==> src/rtl/ddr3_pkg.sv <==
// Shared types and constants for the DDR3 read/write arbiter.
package ddr3_pkg;

  localparam int ADDR_W = 28;
  localparam int CNT_W  = 10;

  localparam logic [2:0] APP_CMD_WR = 3'b000;
  localparam logic [2:0] APP_CMD_RD = 3'b001;

  typedef enum logic [2:0] {
    ST_IDLE,
    ST_ARB,
    ST_WRITE,
    ST_READ,
    ST_RD_WAIT
  } state_t;

  // Place the ping-pong bank select onto its address bit.
  function automatic logic [ADDR_W-1:0] with_bank(input logic [ADDR_W-1:0] off,
                                                  input logic              bank,
                                                  input int                bit_pos);
    logic [ADDR_W-1:0] r;
    r          = off;
    r[bit_pos] = bank;
    return r;
  endfunction

endpackage

==> src/rtl/ddr3_load_sync.sv <==
// Two-flop synchroniser for an asynchronous frame-load level, followed by a
// single-cycle rising-edge pulse.
module ddr3_load_sync (
  input  logic i_clk,
  input  logic i_rst,
  input  logic i_level,
  output logic o_pulse
);

  logic r_meta, r_sync, r_prev;

  // NOTE: sequential state uses non-blocking assignments so every flop samples
  // the pre-edge value of its neighbour; blocking here would collapse the chain.
  always_ff @(posedge i_clk or posedge i_rst) begin
    if (i_rst) begin
      r_meta <= 1'b0;
      r_sync <= 1'b0;
      r_prev <= 1'b0;
    end else begin
      r_meta <= i_level;
      r_sync <= r_meta;
      r_prev <= r_sync;
    end
  end

  assign o_pulse = r_sync & ~r_prev;

endmodule

==> src/rtl/ddr3_rw_arbiter.sv <==
// MIG user-side arbiter: drains write bursts to DDR3 and refills the read FIFO.
// Optional macro DDR3_PINGPONG_EN enables two frame banks selected by app_addr[BANK_BIT].
module ddr3_rw_arbiter
  import ddr3_pkg::*;
#(
  parameter int APP_ADDR_MIN = 0,
  parameter int APP_ADDR_MAX = 1024*768*2/2,
  parameter int BURST_LEN    = 64,
  parameter int ADDR_STEP    = 8,
  parameter int RD_THRESH    = 64,
  parameter int BANK_BIT     = 24
) (
  input  logic              ui_clk,
  input  logic              rst,
  input  logic              init_calib_complete,
  input  logic              app_rdy,
  input  logic              app_wdf_rdy,
  input  logic              app_rd_data_valid,
  input  logic [255:0]      app_rd_data,
  input  logic [CNT_W-1:0]  wfifo_rcount,
  input  logic [CNT_W-1:0]  rfifo_wcount,
  input  logic              wr_load,
  input  logic              rd_load,
  output logic              app_en,
  output logic [2:0]        app_cmd,
  output logic [ADDR_W-1:0] app_addr,
  output logic              app_wdf_wren,
  output logic              app_wdf_end,
  output logic              wfifo_rden,
  output logic              rfifo_wren,
  output logic [255:0]      rfifo_din
);

  localparam logic [ADDR_W-1:0] L_MIN  = ADDR_W'(APP_ADDR_MIN);
  localparam logic [ADDR_W-1:0] L_MAX  = ADDR_W'(APP_ADDR_MAX);
  localparam logic [ADDR_W-1:0] L_STEP = ADDR_W'(ADDR_STEP);
  localparam logic [7:0]        L_BL   = 8'(BURST_LEN);
  localparam logic [CNT_W-1:0]  L_BL_C = CNT_W'(BURST_LEN);
  localparam logic [CNT_W-1:0]  L_THR  = CNT_W'(RD_THRESH);

  state_t            r_state;
  logic [ADDR_W-1:0] r_wr_off, r_rd_off;
  logic [7:0]        r_beat, r_issued, r_returned;
  logic              r_wr_pend, r_rd_pend;
  logic              w_wr_pulse, w_rd_pulse;
  logic              w_accept, w_in_arb, w_wr_apply, w_rd_apply;
  logic [ADDR_W-1:0] w_wr_inc, w_rd_inc, w_wr_next, w_rd_next;
  logic              w_wr_bank, w_rd_bank;

  ddr3_load_sync u_wr_sync (.i_clk(ui_clk), .i_rst(rst), .i_level(wr_load), .o_pulse(w_wr_pulse));
  ddr3_load_sync u_rd_sync (.i_clk(ui_clk), .i_rst(rst), .i_level(rd_load), .o_pulse(w_rd_pulse));

  assign w_accept   = app_rdy & app_wdf_rdy;
  assign w_in_arb   = (r_state == ST_IDLE) || (r_state == ST_ARB);
  // Rewinds only between bursts; an edge seen this cycle is applied directly.
  assign w_wr_apply = w_in_arb & (r_wr_pend | w_wr_pulse);
  assign w_rd_apply = w_in_arb & (r_rd_pend | w_rd_pulse);

  assign w_wr_inc  = r_wr_off + L_STEP;
  assign w_rd_inc  = r_rd_off + L_STEP;
  assign w_wr_next = (w_wr_inc >= L_MAX) ? L_MIN : w_wr_inc;
  assign w_rd_next = (w_rd_inc >= L_MAX) ? L_MIN : w_rd_inc;

`ifdef DDR3_PINGPONG_EN
  logic r_wr_bank, r_rd_bank;

  always_ff @(posedge ui_clk or posedge rst) begin
    if (rst) begin
      r_wr_bank <= 1'b0;
      r_rd_bank <= 1'b0;
    end else begin
      if (w_wr_apply) r_wr_bank <= ~r_wr_bank;
      // Read the bank the writer has just finished, i.e. not the one it moves to.
      if (w_rd_apply) r_rd_bank <= ~(r_wr_bank ^ w_wr_apply);
    end
  end

  assign w_wr_bank = r_wr_bank;
  assign w_rd_bank = r_rd_bank;
`else
  assign w_wr_bank = 1'b0;
  assign w_rd_bank = 1'b0;
`endif

  always_ff @(posedge ui_clk or posedge rst) begin
    if (rst) begin
      r_state    <= ST_IDLE;
      r_wr_off   <= L_MIN;
      r_rd_off   <= L_MIN;
      r_beat     <= '0;
      r_issued   <= '0;
      r_returned <= '0;
      r_wr_pend  <= 1'b0;
      r_rd_pend  <= 1'b0;
    end else begin
      if (w_wr_apply)      r_wr_pend <= 1'b0;
      else if (w_wr_pulse) r_wr_pend <= 1'b1;
      if (w_rd_apply)      r_rd_pend <= 1'b0;
      else if (w_rd_pulse) r_rd_pend <= 1'b1;
      if (w_wr_apply) r_wr_off <= L_MIN;
      if (w_rd_apply) r_rd_off <= L_MIN;

      case (r_state)
        ST_IDLE: if (init_calib_complete) r_state <= ST_ARB;
        ST_ARB: begin
          if (wfifo_rcount >= L_BL_C) begin
            r_state <= ST_WRITE;
            r_beat  <= '0;
          end else if (rfifo_wcount < L_THR) begin
            r_state    <= ST_READ;
            r_issued   <= '0;
            r_returned <= '0;
          end
        end
        ST_WRITE: if (w_accept) begin
          r_beat   <= r_beat + 8'd1;
          r_wr_off <= w_wr_next;
          if (r_beat == L_BL - 8'd1) r_state <= ST_ARB;
        end
        ST_READ: if (app_rdy) begin
          r_issued <= r_issued + 8'd1;
          r_rd_off <= w_rd_next;
          if (r_issued == L_BL - 8'd1) r_state <= ST_RD_WAIT;
        end
        ST_RD_WAIT: if (r_returned == L_BL) r_state <= ST_ARB;
        default: r_state <= ST_IDLE;
      endcase

      if (((r_state == ST_READ) || (r_state == ST_RD_WAIT)) && app_rd_data_valid)
        r_returned <= r_returned + 8'd1;
    end
  end

  // NOTE: every output gets a default before the case so no latch is inferred.
  always_comb begin
    app_en       = 1'b0;
    app_cmd      = APP_CMD_WR;
    app_wdf_wren = 1'b0;
    app_wdf_end  = 1'b0;
    wfifo_rden   = 1'b0;
    app_addr     = with_bank(r_rd_off, w_rd_bank, BANK_BIT);
    case (r_state)
      ST_WRITE: begin
        app_en       = w_accept;
        app_wdf_wren = w_accept;
        app_wdf_end  = w_accept;
        wfifo_rden   = w_accept;
        app_addr     = with_bank(r_wr_off, w_wr_bank, BANK_BIT);
      end
      ST_READ: begin
        app_en  = app_rdy;
        app_cmd = APP_CMD_RD;
      end
      default: ;
    endcase
  end

  assign rfifo_wren = app_rd_data_valid;
  assign rfifo_din  = app_rd_data;

endmodule

==> config.mk <==
export PLATFORM = sky130hd
export DESIGN_NAME = ddr3_rw_arbiter
export DESIGN_NICKNAME = d
export VERILOG_FILES = /design/src/rtl/ddr3_pkg.sv /design/src/rtl/ddr3_load_sync.sv /design/src/rtl/ddr3_rw_arbiter.sv
export SDC_FILE = /design/constraint.sdc
export NUM_CORES = 1
export LEC_CHECK = 0
export BUFFER_PORTS_ARGS = -buffer_cell sky130_fd_sc_hd__buf_4
export CAP_MARGIN = 20
export CORE_AREA = 3 3 224 226
export DETAILED_ROUTE_END_ITERATION = 16
export DIE_AREA = 0 0 227 229
export GPL_ROUTABILITY_DRIVEN = 0
export SETUP_SLACK_MARGIN = 0.5
export SYNTH_ARGS = -nofsm -noshare
export SYNTH_HDL_FRONTEND = slang
export SYNTH_SLANG_ARGS = --single-unit
==> constraint.sdc <==
create_clock -name ui_clk -period 2.3 [get_ports ui_clk]
set_clock_uncertainty 0.05 [all_clocks]
set_input_delay 0.115 -clock ui_clk [delete_from_list [all_inputs] [get_ports ui_clk]]
set_output_delay 0.115 -clock ui_clk [all_outputs]
set_load 0.03 [all_outputs]
==> metrics.txt, run 1 <==
status finished with violations; violated checks negative setup slack; initial core utilization 14.7%; most common cell after layout, fill and taps aside buf_4; Slew @ Worst Pin approximately 0.9 ns; Final Worst Setup Slack -0.156 ns; maxcap violations 0; Max Clock Freq ~410 MHz; main flop type after synthesis dfrtp_1; final setup vio count 22; I/O pin count ~580; R2R depth 9; Reg2Reg Launch Point r_wr_off[4]; DRC 0; GRT Overall Usage under 10%; CP Capture Type flop; Avg Cell Area, Syn between 8 and 9 um2; Seq/Total Area, Yosys a little under a third; placed insts roughly 1,300; RSZ-0062 raised after global routing yes; CP Data Required Time 2.52 ns; Die ar. about 52,000 um2; most frequent cells in the layout buf_4 (115), dfrtp_1 (85), buf_6 (52); grt ovf 0; Max FO, Critical Path 6; total power approximately 4000 uW; Arr. time, crit path 2.67 ns; H-tree Lvls 3; Avg Vias per Cell 3.98; Layout area overhead 23.2%; fin. max-slew vios 0; Hold Crit Class in2reg; WL/cell about 18 um; hold depth 3; Hold EP r_returned[0]; DP HPWL 16,800 um; DR iter-0 viols 332; root buffer cell clkbuf_16; Post-synth EDFFs 0; Final ANT Viol Nets 0; clk sinks 91; synth unique cells 70; Clock Latency Late Sink around 0.35 ns; largest net degree at the start of global routing 45; hold_sp app_rd_data_valid; initial antenna violation count 0; vias in the first global route approximately 5,300; Critical Path Start r_wr_off[4]; Tmin final 2.46 ns; CTS tree yes; R2R Path End r_wr_off[18]; Final Hold Vio Count 0; vias around 5,400; startpoint types flop; Synth async-reset ratio 100%; Final Non-Filler Cells around 1,400; nets about 1,000; layout cell share with drive strength beyond 1 between 40% and 50%; clock transition at the registers of the reported paths around 0.07 ns; synth warn 0; Mapped Area ~7000 um2; first-pass GRT wire length 33,900 um; peak supply drop 0.000419 V; FF-to-FF setup slack -0.16 ns; DR pass1 iterations 7; core area about 50,000 um2; routed wire length 24,100 um; Die H approximately 230 um; power per cell area about 450 nW/um2; CTS max path bufs 2; period utilization 107%; crit path kind reg2reg; Pleak roughly 0.0038 uW; Chip Width between 200 and 250 um; slew margin rel. 39.7%; #FFs+latches synth 91; IO buf count 48; Antenna Cells 0; CTS buffer count 9; num rows slightly above 80; Synth Instances about 800
[report_power, final]
part           internal [uW]  total [uW]  switching, uW  leakage [uW]
combinational            184         435            251       0.00243
clock                   1110        1800            690      0.000175
sequential              1650        1710           63.3       0.00122
[through the flow]
stage / cell area, um2 / hold WS (ns) / setup TNS (ns) / setup WS [ns] / util, %
4_1_cts: 8490 / 0.138 / -0.652 / -0.108 / 17.5
5_1_grt: 8820 / 0.168 / -4.81 / -0.281 / 18.2
3_5_place_dp: 7120 / 0.176 / -1.92 / -0.181 / 14.7
2_1_floorplan: 7470 / 0.0964 / -0.0390 / -0.0337 / -
6_report: 8820 / 0.151 / -1.62 / -0.156 / 18.2
3_3_place_gp: 7120 / 0.174 / -0.711 / -0.123 / 14.7
[state kept, by name (all words and copies together) (netlist names), 3 cells and up]
register    count
r_rd_off       28
r_wr_off       28
r_beat          8
r_issued        8
r_returned      8
r_state         3
[synthesized netlist by cell type (all sizes together) (2+ instances only)]
cell type  instances  area (um2)
buf              270        2020
dfrtp             91        2280
nand2             54         205
nor2              38         145
nand3             36         180
mux2              24         270
o21ai             24         120
and2              23         145
nand4             23         150
a21oi             20         100
inv               18        67.6
a211oi            14         105
a21o              14         105
xor2              14         123
clkbuf            13        51.3
mux2i             13         130
or3               12        80.1
or2               11        68.8
nor3              10        55.1
and3               9        57.6
nor4               8        68.8
o21a               8        60.1
and4               7        62.6
a22o               6        52.6
ha                 6        75.1
a31oi              5        31.3
nor3b              4        40.0
or4                3        27.5
xnor2              3        26.3
a211o              2        17.5
a221o              2        20.0
nand2b             2        12.5
nor4b              2        32.5
o2111ai            2        23.8
o22a               2        17.5
[how the worst max path moves through the flow]
stage                   end  slack, ns  cells past startpoint
2_1_floorplan  r_wr_off[18]      -0.03                      8
3_3_place_gp   r_wr_off[18]      -0.12                      8
3_5_place_dp   r_wr_off[18]      -0.18                      8
4_1_cts        r_wr_off[18]      -0.11                      9
5_1_grt         r_wr_off[8]      -0.28                     11
6_report       r_wr_off[18]      -0.16                      9
[logic make-up after synthesis]
kind of cell    synth area share [%]
flops                           31.8
simple gates                    18.9
compound gates                  10.5
fa+ha+maj                       1.05
xor+xnor                        2.08
buf+inv                         30.0
other cells                   0.0524
mux                             5.59
[layout make-up]
type / count / area [um2]
clock inverters: 6 / 119
well taps: 622 / 778
inverters: 19 / 82.6
repair buffers: 193 / 1900
multi-input cells: 421 / 3420
fillers: 5242 / 39700
flip-flops and latches: 91 / 2280
clock buffers: 10 / 239
[routing by layer]
| layer | global-route usage, % | part of all wire, % | wire length (um) |
|---|---|---|---|
| met5 | 0 | 0 | 0 |
| met4 | 5.22 | 5.9 | 1410 |
| met3 | 4.24 | 12 | 2820 |
| met2 | 12.6 | 42 | 10200 |
| met1 | 10.4 | 40 | 9680 |
[critical path, cell delays in order (launching register included)]
cell	delay, ns
dfrtp_1	0.39
ha_2	0.23
nand3_2	0.14
nor4b_4	0.27
buf_4	0.18
and4_1	0.21
o22ai_2	0.09
or3_4	0.42
or3_1	0.31
o21ai_1	0.08
[repair_timing]
item	CTS	global route
hold buffers	3	0
setup buffers	41	19
hold endpoints to repair	23	0
resized for setup	144	43
endpoints found under the setup margin	98	99
pin swaps	44	30
gates cloned	6	1
Power figures use the tool's default switching activity.
==> run 2, diff against run 1 <==
- CORE_AREA: 3 3 224 226 -> 3 3 225 227
- DIE_AREA: 0 0 227 229 -> 0 0 228 230
==> run 2 against run 1 <==
- the flow still finishes with violations (negative setup slack)
- global-route usage shrank 0.85 points
- critical path depth shrank 2
- register-to-register slack gained 0.07 ns
- via count shrank 1.5%
- sequential share of layout area grew 0.10 points
- wire length shrank 9.8%
- sequential power is essentially flat
- clock power shrank 15%
- utilization shrank 0.17 points
- combinational power grew 11%
- hold slack lost 0.050 ns
- largest power group is now registers
==> metrics.txt, run 2 (synthesis results as in run 1) <==
most common cell after layout, fill and taps aside buf_4 (unchanged); initial antenna violation count 0 (unchanged); Arr. time, crit path 2.63 ns (was 2.67 ns); largest net degree at the start of global routing 79 (was 45); peak supply drop 0.000342 V (was 0.000419 V); CTS buffer count 9 (unchanged); hold depth 3 (unchanged); DP HPWL 15,400 um (was 16,800 um); CTS max path bufs 2 (unchanged); final setup vio count 16 (was 22); Chip Width 228 um (was 227 um); status finished with violations (unchanged); H-tree Lvls 3 (unchanged); I/O pin count 576 (unchanged); Die ar. 52,400 um2 (was 52,000 um2); Slew @ Worst Pin 0.670 ns (was 0.902 ns); Layout Utilization 18.0% (was 18.2%); DRC 0 (unchanged); IO buf count 48 (unchanged); WL/cell 15.5 um (was 17.7 um); routed wire length 21,700 um (was 24,100 um); DR iter-0 viols 349 (was 332); Layout area overhead 22.8% (was 23.2%); startpoint types flop (unchanged); Pleak 0.00376 uW (was 0.00382 uW); Die H 230 um (was 229 um); maxcap violations 0 (unchanged); hold_sp app_rd_data_valid (unchanged); Placement Setup Slack -0.183 ns (was -0.181 ns); crit path kind reg2reg (unchanged); first-pass GRT wire length 31,800 um (was 33,900 um); Clock Latency Late Sink 0.36 ns (was 0.35 ns); most frequent cells in the layout buf_4 (112), dfrtp_1 (84), buf_6 (51) (was buf_4 (115), dfrtp_1 (85), buf_6 (52)); slew margin rel. 55.2% (was 39.7%); core area 48,800 um2 (was 48,500 um2); Tmin final 2.39 ns (was 2.46 ns); violated checks negative setup slack (unchanged); R2R Path End r_wr_off[18] (unchanged); cell area after layout 8790 um2 (was 8820 um2); Worst path top cell family by delay simple AND/OR/NAND/NOR gates (unchanged); GRT Overall Usage 7.89% (was 8.74%); Hold Crit Class in2reg (unchanged); FF-to-FF setup slack -0.09 ns (was -0.16 ns); CP Data Required Time 2.54 ns (was 2.52 ns); slowest stage delay, CP 0.58 ns (was 0.42 ns); Hold EP r_returned[0] (unchanged); CTS tree yes (unchanged); clock transition at the registers of the reported paths 0.07 ns (about the same); period utilization 104% (was 107%); initial core utilization 14.7% (about the same); layout cell share with drive strength beyond 1 47.7% (was 46.9%); vias 5,345 (was 5,425); Max Clock Freq 418 MHz (was 407 MHz); fin. max-slew vios 0 (unchanged); Buf/Inv on CP 0 (was 1); Min Hold Slack 0.101 ns (was 0.151 ns); RSZ-0062 raised after global routing yes (unchanged); root buffer cell clkbuf_16 (unchanged); Final Hold Vio Count 0 (unchanged); Avg Vias per Cell 3.82 (was 3.98); Max FO, Critical Path 6 (unchanged); Final Worst Setup Slack -0.0903 ns (was -0.156 ns); largest registers r_rd_off: 28 flops, r_wr_off: 28 flops (unchanged); R2R depth 7 (was 9); Cell Chain, Critical Path nand4_1 -> or4_4 -> a21oi_2 -> o22ai_2 -> or3_4 -> or3_1 -> o21ai_1 (was ha_2 -> nand3_2 -> nor4b_4 -> buf_4 -> and4_1 -> o22ai_2 -> or3_4 -> or3_1 -> o21ai_1); grt ovf 0 (unchanged); nets 1,019 (was 1,025); vias in the first global route 5,186 (was 5,259); Final ANT Viol Nets 0 (unchanged); Antenna Cells 0 (unchanged); placed insts 1,319 (was 1,276); Reg2Reg Launch Point r_wr_off[3] (was r_wr_off[4]); power per cell area 424 nW/um2 (was 447 nW/um2); CP max-delay cell or4_4 (was or3_4); num rows 81 (unchanged); Post-DP Area 7180 um2 (was 7120 um2); CP Capture Type flop (unchanged); Final Non-Filler Cells 1,398 (was 1,362); clk sinks 91 (unchanged); DR pass1 iterations 5 (was 7)
[run 2: cell types whose count changed in the layout (fill, tap and decap cells not counted), sizes merged, moves of 2 or more]
cell,before,now
buf,190,186
inv,20,18
bufinv,3,1
clkinv,1,3
[run 2: per-stage QoR]
stage | power [uW] | setup TNS, ns
after detailed placement | 2110 | -2.83
final | 3730 | -0.492
after global placement | 2100 | -1.40
after CTS | 3670 | -0.660
after global routing | 3900 | -5.21
after floorplan | 2840 | -0.0390
[run 2: timing repair]
item / 4_1_cts / 5_1_grt
buffers inserted: 34 / 21
endpoints found under the hold margin: 15 / 0
hold buffers: 3 / 0
resized for setup: 140 / 60
setup endpoints to repair: 97 / 99
pin swaps: 26 / 24
gates cloned: 4 / 1
[run 2: how the worst max path moves through the flow]
stage | slack (ns) | from | end | depth (start not counted)
2_1_floorplan | -0.03 | r_wr_off[3] | r_wr_off[18] | 8
3_3_place_gp | -0.14 | r_wr_off[11] | r_wr_off[18] | 7
3_5_place_dp | -0.18 | r_wr_off[3] | r_wr_off[18] | 8
4_1_cts | -0.10 | r_wr_off[3] | r_wr_off[18] | 7
5_1_grt | -0.21 | r_rd_off[6] | r_rd_off[7] | 9
6_report | -0.09 | r_wr_off[3] | r_wr_off[18] | 7
[run 2: per-layer routing]
| layer | vias up | wire length (um) | part of all wire (%) | track usage, % |
|---|---|---|---|---|
| met3 | 96 | 2640 | 12 | 4.56 |
| met1 | 2603 | 8980 | 41 | 9.51 |
| met5 | - | 58 | 0.27 | 0.827 |
| met2 | 292 | 9290 | 43 | 11.1 |
| li1 | 2352 | - | - | - |
| met4 | 2 | 745 | 3.4 | 3.75 |
[run 2: cell type report]
type | count | area [um2]
clock buffer | 11 | 243
clock inverter | 5 | 52.6
fill | 5419 | 40100
inverter | 19 | 82.6
multi-input combinational | 419 | 3430
sequential | 91 | 2290
tap | 664 | 831
timing repair buffer | 189 | 1860
[run 2: power by group]
group	internal [uW]	switching [uW]
logic	217	265
registers	1650	69.2
clock network	867	661
total	2730	995
[run 2: worst register-to-register path, stage by stage (launching register included)]
cell	delay (ns)
dfrtp_1	0.40
nand4_1	0.18
or4_4	0.58
a21oi_2	0.18
o22ai_2	0.10
or3_4	0.44
or3_1	0.32
o21ai_1	0.08
==> run 3, diff against run 2 <==
- REMOVE_ABC_BUFFERS: not set -> 1
==> run 3 against run 2 <==
- the run still ends with negative setup slack left
- non-clock buffer count grew 7
- final cell count rose by 0.36%
- setup slack got worse by 0.12 ns
- critical path depth rose by 2
- hold slack worse by 0.052 ns
- largest cell class unchanged
- largest power group is now clock
- highest routed layer unchanged
==> metrics.txt, run 3 (synthesis results as in run 1) <==
Final ANT Viol Nets 0 (unchanged); peak supply drop 0.000282 V (was 0.000342 V); most common cell after layout, fill and taps aside buf_4 (unchanged); Clock Latency Late Sink 0.37 ns (was 0.36 ns); most frequent cells in the layout buf_4 (105), dfrtp_1 (89), buf_6 (68) (was buf_4 (112), dfrtp_1 (84), buf_6 (51)); R2R Path End r_wr_off[13] (was r_wr_off[18]); period utilization 109% (was 104%); maxcap violations 0 (unchanged); Avg Vias per Cell 4.59 (was 3.82); Hold Crit Class in2reg (unchanged); CP max-delay cell or4_4 (unchanged); FF-to-FF setup slack -0.21 ns (was -0.09 ns); slew margin rel. 54.7% (was 55.2%); Final Worst Setup Slack -0.212 ns (was -0.0903 ns); IO buf count 48 (unchanged); Cell Chain, Critical Path nand4_1 -> or4_4 -> o21a_1 -> nor3_4 -> nor3_4 -> buf_6 -> buf_12 -> a21o_1 -> a22o_1 (was nand4_1 -> or4_4 -> a21oi_2 -> o22ai_2 -> or3_4 -> or3_1 -> o21ai_1); CTS max path bufs 2 (unchanged); I/O pin count 576 (unchanged); Pleak 0.00381 uW (was 0.00376 uW); cell area after layout 9080 um2 (was 8790 um2); Max Clock Freq 398 MHz (was 418 MHz); placed insts 1,323 (was 1,319); num rows 81 (unchanged); Post-DP Area 6990 um2 (was 7180 um2); status finished with violations (unchanged); Min Hold Slack 0.0493 ns (was 0.101 ns); vias 6,446 (was 5,345); Tmin final 2.51 ns (was 2.39 ns); met3 wire length 25,900 um (was 2640 um); startpoint types flop (unchanged); vias in the first global route 5,838 (was 5,186); Final Non-Filler Cells 1,403 (was 1,398); most used cell, CP nor3_4; fin. max-slew vios 0 (unchanged); grt ovf 0 (unchanged); initial antenna violation count 0 (unchanged); WL met2 43,200 um (was 9290 um); GRT Overall Usage 33.7% (was 7.89%); routed wire length 92,200 um (was 21,700 um); initial core utilization 14.7% (unchanged); Layout area overhead 26.8% (was 22.8%); WL/cell 65.7 um (was 15.5 um); hold depth 3 (unchanged); clk sinks 91 (unchanged); DR iter-0 viols 823 (was 349); largest registers r_rd_off: 28 flops, r_wr_off: 28 flops (unchanged); nets 1,024 (was 1,019); DR pass1 iterations 5 (unchanged); CP Data Required Time 2.51 ns (was 2.54 ns); final setup vio count 32 (was 16); H-tree Lvls 3 (unchanged); Arr. time, crit path 2.72 ns (was 2.63 ns); first-pass GRT wire length 105,000 um (was 31,800 um); root buffer cell clkbuf_16 (unchanged); DP HPWL 83,900 um (was 15,400 um); Slew @ Worst Pin 0.679 ns (was 0.670 ns); Die H 230 um (unchanged); RSZ-0062 raised after global routing yes (unchanged); violated checks negative setup slack (unchanged); CTS tree yes (unchanged); DRC 0 (unchanged); Top Metal Used met5 (unchanged); Max FO, Critical Path 7 (was 6); R2R depth 9 (was 7); Reg2Reg Launch Point r_wr_off[3] (unchanged); M1 WL 11,600 um (was 8980 um); Die ar. 52,400 um2 (unchanged); slowest stage delay, CP 0.59 ns (was 0.58 ns); largest net degree at the start of global routing 57 (was 79); crit path kind reg2reg (unchanged); layout cell share with drive strength beyond 1 48.1% (was 47.7%); hold_sp app_wdf_rdy (was app_rd_data_valid); clock transition at the registers of the reported paths 0.07 ns (about the same); Post-Route Setup TNS -3.88 ns (was -0.492 ns); power per cell area 441 nW/um2 (was 424 nW/um2); CP Capture Type flop (unchanged); Chip Width 228 um (unchanged); Hold EP r_beat[0] (was r_returned[0]); Final Hold Vio Count 0 (unchanged); CTS buffer count 9 (unchanged); Layout Utilization 18.6% (was 18.0%); core area 48,800 um2 (unchanged)
-- run 3: changes by cell type in the layout (fill, tap and decap cells not counted), moves of 5 or more --
| cell | delta |
|---|---|
| buf_6 | +17 |
| buf_8 | -11 |
| buf_4 | -7 |
| a21oi_1 | -6 |
| a21oi_2 | +5 |
| dfrtp_1 | +5 |
| dfrtp_2 | -5 |
-- run 3: final cells by class --
type	count	area, um2
sequential	91	2280
timing repair buffer	196	2040
clock inverter	6	113
antenna	1	2.50
fill	5368	39800
tap	664	831
multi-input combinational	417	3510
inverter	19	77.6
clock buffer	9	225
-- run 3: critical path: cells and delay by family, from the launching register on --
| family | cells | cell delay (ns) |
|---|---|---|
| and+or+nand+nor | 4 | 1.11 |
| AOI/OAI and AO/OA | 3 | 0.56 |
| DFF | 1 | 0.40 |
| buffers and inverters | 2 | 0.27 |
-- run 3: power breakdown --
group | total [uW] | leakage, uW | internal [uW] | switching [uW]
clock network | 1780 | 0.000166 | 1060 | 715
registers | 1710 | 0.00122 | 1650 | 65.2
logic | 512 | 0.00242 | 217 | 295
-- run 3: worst max-delay path by stage --
stage,startpoint,endpoint,slack [ns],cells past startpoint
floorplan,r_state[2],r_wr_off[14],-2.35,7
global placement,r_wr_off[3],r_wr_off[18],-0.16,9
detailed placement,r_wr_off[3],r_wr_off[11],-0.17,11
CTS,r_wr_off[4],r_wr_off[13],-0.14,9
global route,r_wr_off[3],r_wr_off[17],-0.32,13
finish,r_wr_off[3],r_wr_off[13],-0.21,9
-- run 3: what timing repair did --
| action | CTS | global route |
|---|---|---|
| endpoints found under the hold margin | 37 | 0 |
| cloned | 8 | 3 |
| endpoints found under the setup margin | 93 | 98 |
| setup buffers | 32 | 18 |
| hold buffers | 3 | 0 |
| pin swaps | 42 | 37 |
| gates resized for setup | 185 | 68 |
-- run 3: metrics by stage --
step                      worst slack [ns]  total power (uW)
after floorplan                      -2.35              1950
after global placement              -0.159              2090
after detailed placement            -0.175              2100
after CTS                           -0.139              3940
after global routing                -0.315              4130
final                               -0.212              4000
-- run 3: routing by layer --
| metal | vias to the layer above | track usage (%) |
|---|---|---|
| met4 | 42 | 27.7 |
| li1 | 2370 | - |
| met1 | 2926 | 11.1 |
| met3 | 173 | 46.0 |
| met5 | - | 31.3 |
| met2 | 935 | 55.4 |
